File: config.mk
export PLATFORM = sky130hd
export DESIGN_NAME = assign_expr_arbiter
export DESIGN_NICKNAME = d
export VERILOG_FILES = /design/src/rtl/assign_expr_pkg.sv /design/src/rtl/assign_expr_arbiter_rr_arbiter.sv /design/src/rtl/assign_expr_arbiter.sv
export SDC_FILE = /design/constraint.sdc
export NUM_CORES = 1
export LEC_CHECK = 0
export BUFFER_PORTS_ARGS = -buffer_cell sky130_fd_sc_hd__buf_2
export CAP_MARGIN = 20
export CORE_ASPECT_RATIO = 1.1
export CORE_UTILIZATION = 58
export CTS_CLUSTER_DIAMETER = 200
export CTS_CLUSTER_SIZE = 28
export DETAILED_ROUTE_END_ITERATION = 10
export PLACE_DENSITY = 0.88
export SYNTH_ARGS = -nofsm -noshare
export SYNTH_HDL_FRONTEND = slang
export SYNTH_SLANG_ARGS = --single-unit
File: constraint.sdc
create_clock -name clk -period 2.7 [get_ports clk]
set_clock_uncertainty 0.2 [all_clocks]
set_input_delay 0.675 -clock clk [delete_from_list [all_inputs] [get_ports clk]]
set_output_delay 0.675 -clock clk [all_outputs]
set_load 0.05 [all_outputs]
File: src/rtl/assign_expr_pkg.sv
// Shared types for assign_expr_arbiter: FSM states, operation codes and index-width helper.
// The compound-add operation is only honoured when ASSIGN_EXPR_COMPOUND_EN is defined.
package assign_expr_pkg;

    typedef enum logic [1:0] {
        IDLE,
        EXEC,
        RESP
    } state_e;

    typedef enum logic {
        OP_ASSIGN,
        OP_ADD
    } op_e;

    localparam int unsigned MIN_IDX_W = 1;

    function automatic int unsigned idx_width(input int unsigned depth);
        return (depth < 2) ? MIN_IDX_W : $clog2(depth);
    endfunction

endpackage

File: src/rtl/assign_expr_arbiter_rr_arbiter.sv
// Combinational round-robin arbiter: first set request at or above the pointer, with wrap.
// Works by rotating the request vector down by the pointer and rotating the winner back up.
module rr_arbiter #(
    parameter int N  = 2,
    parameter int PW = (N > 1) ? $clog2(N) : 1
) (
    input  logic [N-1:0]  req_i,
    input  logic [PW-1:0] ptr_i,
    output logic [N-1:0]  grant_o
);

    logic [2*N-1:0] req_dbl;
    logic [2*N-1:0] gnt_dbl;
    logic [N-1:0]   req_rot;
    logic [N-1:0]   gnt_rot;
    logic           found;

    assign req_dbl = {req_i, req_i} >> ptr_i;
    assign req_rot = req_dbl[N-1:0];

    always_comb begin
        gnt_rot = '0;
        found   = 1'b0;
        for (int i = 0; i < N; i++) begin
            if (!found && req_rot[i]) begin
                gnt_rot[i] = 1'b1;
                found      = 1'b1;
            end
        end
    end

    assign gnt_dbl = {gnt_rot, gnt_rot} << ptr_i;
    assign grant_o = gnt_dbl[2*N-1:N];

endmodule

File: src/rtl/assign_expr_arbiter.sv
// Round-robin shared register array; each access returns the stored value (assignment-expression result).
// Define ASSIGN_EXPR_COMPOUND_EN to enable the compound-add (+=) write operation.
module assign_expr_arbiter
    import assign_expr_pkg::*;
#(
    parameter int NUM_REQ = 2,
    parameter int DEPTH   = 4,
    parameter int WIDTH   = 32
) (
    input  logic                                 clk,
    input  logic                                 rst,
    input  logic [NUM_REQ-1:0]                   req_valid,
    output logic [NUM_REQ-1:0]                   req_ready,
    input  logic [NUM_REQ-1:0]                   req_we,
    input  logic [NUM_REQ-1:0]                   req_op,
    input  logic [NUM_REQ*idx_width(DEPTH)-1:0]  req_idx,
    input  logic [NUM_REQ*WIDTH-1:0]             req_wdata,
    output logic [NUM_REQ-1:0]                   rsp_valid,
    input  logic [NUM_REQ-1:0]                   rsp_ready,
    output logic [WIDTH-1:0]                     rsp_data
);

    localparam int IW = idx_width(DEPTH);
    localparam int PW = $clog2(NUM_REQ);

    state_e                state_q;
    logic [PW-1:0]         ptr_q;
    logic [PW-1:0]         gnt_q;
    logic                  we_q;
    op_e                   op_q;
    logic [IW-1:0]         idx_q;
    logic [WIDTH-1:0]      wdata_q;
    logic [WIDTH-1:0]      rsp_data_q;
    logic [NUM_REQ-1:0]    rsp_valid_q;
    logic [WIDTH-1:0]      arr_q [DEPTH];

    logic [NUM_REQ-1:0]    grant_d;
    logic [PW-1:0]         gnt_id_d;
    logic [WIDTH-1:0]      wval_d;
    logic [IW-1:0]         idx_arr   [NUM_REQ];
    logic [WIDTH-1:0]      wdata_arr [NUM_REQ];

    generate
        for (genvar gi = 0; gi < NUM_REQ; gi++) begin : g_unpack
            assign idx_arr[gi]   = req_idx[gi*IW +: IW];
            assign wdata_arr[gi] = req_wdata[gi*WIDTH +: WIDTH];
        end
    endgenerate

    rr_arbiter #(
        .N  (NUM_REQ),
        .PW (PW)
    ) u_rr (
        .req_i   (req_valid),
        .ptr_i   (ptr_q),
        .grant_o (grant_d)
    );

    always_comb begin
        gnt_id_d = '0;
        for (int i = 0; i < NUM_REQ; i++) begin
            if (grant_d[i]) gnt_id_d = PW'(i);
        end
    end

`ifdef ASSIGN_EXPR_COMPOUND_EN
    assign wval_d = (op_q == OP_ADD) ? (arr_q[idx_q] + wdata_q) : wdata_q;
`else
    logic unused_op;
    assign unused_op = op_q;
    assign wval_d    = wdata_q;
`endif

    // Grant is only offered while idle; a pending response blocks all new requests.
    assign req_ready = (state_q == IDLE) ? grant_d : '0;
    assign rsp_valid = rsp_valid_q;
    assign rsp_data  = rsp_data_q;

    always_ff @(posedge clk) begin
        if (rst) begin
            state_q     <= IDLE;
            ptr_q       <= '0;
            gnt_q       <= '0;
            we_q        <= 1'b0;
            op_q        <= OP_ASSIGN;
            idx_q       <= '0;
            wdata_q     <= '0;
            rsp_data_q  <= '0;
            rsp_valid_q <= '0;
            for (int i = 0; i < DEPTH; i++) arr_q[i] <= '0;
        end else begin
            case (state_q)
                IDLE: begin
                    if (|grant_d) begin
                        gnt_q   <= gnt_id_d;
                        we_q    <= req_we[gnt_id_d];
                        op_q    <= op_e'(req_op[gnt_id_d]);
                        idx_q   <= idx_arr[gnt_id_d];
                        wdata_q <= wdata_arr[gnt_id_d];
                        state_q <= EXEC;
                    end
                end
                EXEC: begin
                    if (we_q) begin
                        arr_q[idx_q] <= wval_d;
                        rsp_data_q   <= wval_d;
                    end else begin
                        rsp_data_q   <= arr_q[idx_q];
                    end
                    rsp_valid_q <= NUM_REQ'(1) << gnt_q;
                    state_q     <= RESP;
                end
                RESP: begin
                    if (rsp_ready[gnt_q]) begin
                        rsp_valid_q <= '0;
                        ptr_q       <= (gnt_q == PW'(NUM_REQ - 1)) ? '0 : gnt_q + 1'b1;
                        state_q     <= IDLE;
                    end
                end
                default: state_q <= IDLE;
            endcase
        end
    end

endmodule

==> summary.txt <==
Power and ir drop
  – Combinational power share: 19.2%
  – Clock Power Share: 26.2%
  – Flop pwr share: 54.6%
  – Overall Power: about 6.7 mW
  – PD cells: 642.0 nW/µm²
  – Pleak: 3.875 nW
  – Sw Ratio: 29.10%
  – Psw: about 1.9 mW
  – Peak supply drop: 0.0005132 V
  – Internal: 4.740 mW

Detailed routing
  – Vias per inst: 6.299
  – Final wirelength: 21.24 mm
  – Drt drc: 0
  – ANT nets after route: 0
  – Iteration-0 DRC Markers: ~720
  – First drt pass iteration count: 6
  – Vias: 6,494
  – Routed wire per std cell: 20.60 µm

STA
  – Hold Vio Cnt, Final: 0
  – Slew @ Worst Pin: 1100 ps
  – RSZ-0062 raised after global routing: no
  – Fin Hold WS: 264.8 ps
  – Crit share post-route: 97.32%
  – FMAX: approximately 380 MHz
  – Worst Setup Slack, final: 72.29 ps
  – Setup TNS Final: 0 ps
  – Period minus WS final: 2628 ps
  – Worst slew margin: 26.67%
  – Final setup vio count: 0
  – Pins Over Slew Limit: 0

Logic synthesis
  – Number of synthesized register bits: roughly 200
  – Distinct cells, synth: 38
  – Cell count after synthesis: 741
  – Async set or reset register ratio after synthesis: 0%
  – Post-synth EDFFs: 128
  – Syn_area_per_cell: 12.59 µm²
  – Syn_nets: 819
  – Sequential area share after synthesis: around 57%
  – Synthesized area: 9328 µm²
  – Synth warn: 0
  – Prevailing post-synth register cell: edfxtp_1

Setup path
  – Worst Path Required: between 1500 and 2000 ps
  – Worst path slowest cell: or3b_2
  – Class of the most critical setup path: reg -> out
  – Startpoint types: flip-flop
  – CP max FO: 6
  – Worst Path Arrival: 1750 ps
  – Crit-path cells: or3b_2 -> a21oi_2 -> clkbuf_4
  – CP endpoint kind: output port
  – Worst path max stage delay: 530 ps

Finish
  – FILL cells: 1,138
  – Fin util: 66.18%
  – Final cell count without fillers: 1,031
  – Layout Nets: 905
  – Area Overhead vs Synth: 11.64%
  – # diodes: 0
  – Finished Cell Area: ~10,000 µm²
  – Fraction of layout cells with a size suffix above 1: roughly 32%
  – Register Area: 5309 µm²
  – Multi-input logic area: 3664 µm²

CTS
  – H-tree depth: 1
  – Clk_lat worst skew: around 460 ps
  – Num CTS Buffers: 11
  – Post-CTS setup buffers: 0
  – Clock Sink Count: 201
  – CTS Buffer Depth: 3
  – Clk pin slew, worst setup/hold paths: roughly 100 ps
  – CTS tree: built
  – Clock root buffer: clkbuf_16

Floorplan
  – I/O pin count: 114
  – Die H: 135.0 µm
  – Core footprint: 15,740 µm²
  – Die area: 16,590 µm²
  – Initial Utilization: 59.28%
  – Die Span X: 122.9 µm
  – # rows: 48

Flow run
  – Max_cap viols: 0

Global route
  – Antenna violations before repair: 0
  – Gr usage total: between 20% and 30%
  – First-pass GRT wire length: 33.58 mm
  – Number of global-route vias before repair: around 6.6k
  – Largest net degree at the start of global routing: 71
  – Grt total ovfl: 0

Placed design
  – Post-detail-place hpwl: 13.36 mm
  – RD Place Congestion: about 0.76
  – Post-place setup slack: 174.0 ps
  – Placed instance count: 1,014
  – Dpl cell area: 10,080 µm²
  – IO buf count: ~110

Worst hold path
  – Worst min path class: reg -> reg

Run status
  – Status: complete, no violations
-- logic make-up (layout without fill, tap and decap cells) --
logic type,count (synthesis),count (layout),synth area share (%)
AOI/OAI and AO/OA,178,178,15.59
and+or+nand+nor,223,223,15.14
muxes,65,65,8.156
buffers and inverters,74,164,4.239
DFF,201,201,56.87
-- worst max-delay path, delay by kind of cell (launching register included) --
family | cells | cell delay, ps
AO/OA/AOI/OAI | 1 | 120
flip-flops | 1 | 420
AND/OR/NAND/NOR | 1 | 530
buffers and inverters | 1 | 240
-- Yosys cell counts (2+ instances only) --
cell type    n  area (µm²)
buf_1        3       11.26
or2_2        3       18.77
nor2b_1      4       25.02
and2_1     129       807.0
nor4_4       2       42.54
nand2b_1     3       18.77
nand2_1      4       15.01
nand3b_1    36       270.3
o21ai_0     36       180.2
a211oi_1    32       240.2
edfxtp_1   128        3844
a222oi_1    32       320.3
o21bai_1     2       15.01
a311oi_1     6       52.55
buf_2       18       90.09
dfxtp_1     73        1461
mux2_2      56       630.6
a21oi_1     40       200.2
inv_1        3       11.26
buf_6        8       90.09
clkbuf_2     3       15.01
clkbuf_1    36       135.1
mux2_4       8       120.1
nor2_1      34       127.6
a311oi_2    29       435.4
-- final cells by class --
class	count	share of cell area, %
flip-flops and latches	201	50.98
multi-input cells	466	35.18
repair buffers	144	8.218
clock buffers	16	2.824
well taps	200	2.403
clock inverters	1	0.2884
inverters	3	0.1081
-- flip-flops by register name, indices dropped and copies added, names as in the netlist --
signal	cells
we_q	1
rsp_valid	2
idx_q	2
wdata_q	32
gnt_q	1
state_q	2
ptr_q	1
arr_q	128
rsp_data	32
-- cell usage in the layout, fill, tap and decap left out, drive strengths merged --
cell	instances
nor2b	4
nand2	4
dfxtp	73
nor2	35
and2	129
clkinv	1
a222oi	32
and3b	1
mux2	64
buf	142
nor3b	2
nor4	2
nand2b	4
nor4b	1
or2	4
inv	3
a211oi	32
a41o	1
or3b	1
clkbuf	18
o21bai	2
o21ai	36
a311oi	35
a21oi	40
nand3b	36
edfxtp	128
mux2i	1
-- repair_timing --
action	in CTS	in global routing
resized for setup	0	2
endpoints found under the setup margin	0	2
hold buffers	0	0
-- metal layers --
layer,global-route usage [%],wire length [µm],part of all wire (%),up-vias
met5,0,0,0,-
met4,8.875,457,2.2,0
met3,2.787,1464,6.9,40
met2,47.44,11180,53,307
met1,32.65,8140,38,3183
li1,-,-,-,2964
-- worst paths after layout --
path	startpoint	to	slack, ps	depth (start not counted)
min	rsp_valid[1]	rsp_valid[1]	260	2
min reg2reg	rsp_valid[1]	rsp_valid[1]	260	2
max	state_q[1]	req_ready[0]	70	3
max reg2reg	we_q	rsp_data[31]	360	4
-- power groups by stage --
stage / logic (mW) / clock network (mW) / registers [mW]
5_1_grt: 1.36 / 1.88 / 3.68
4_1_cts: 1.28 / 1.77 / 3.65
2_1_floorplan: 0.811 / 0 / 3.81
6_report: 1.28 / 1.75 / 3.65
3_5_place_dp: 1.27 / 0 / 3.72
3_3_place_gp: 1.25 / 0 / 3.70
Power figures use the tool's default switching activity.
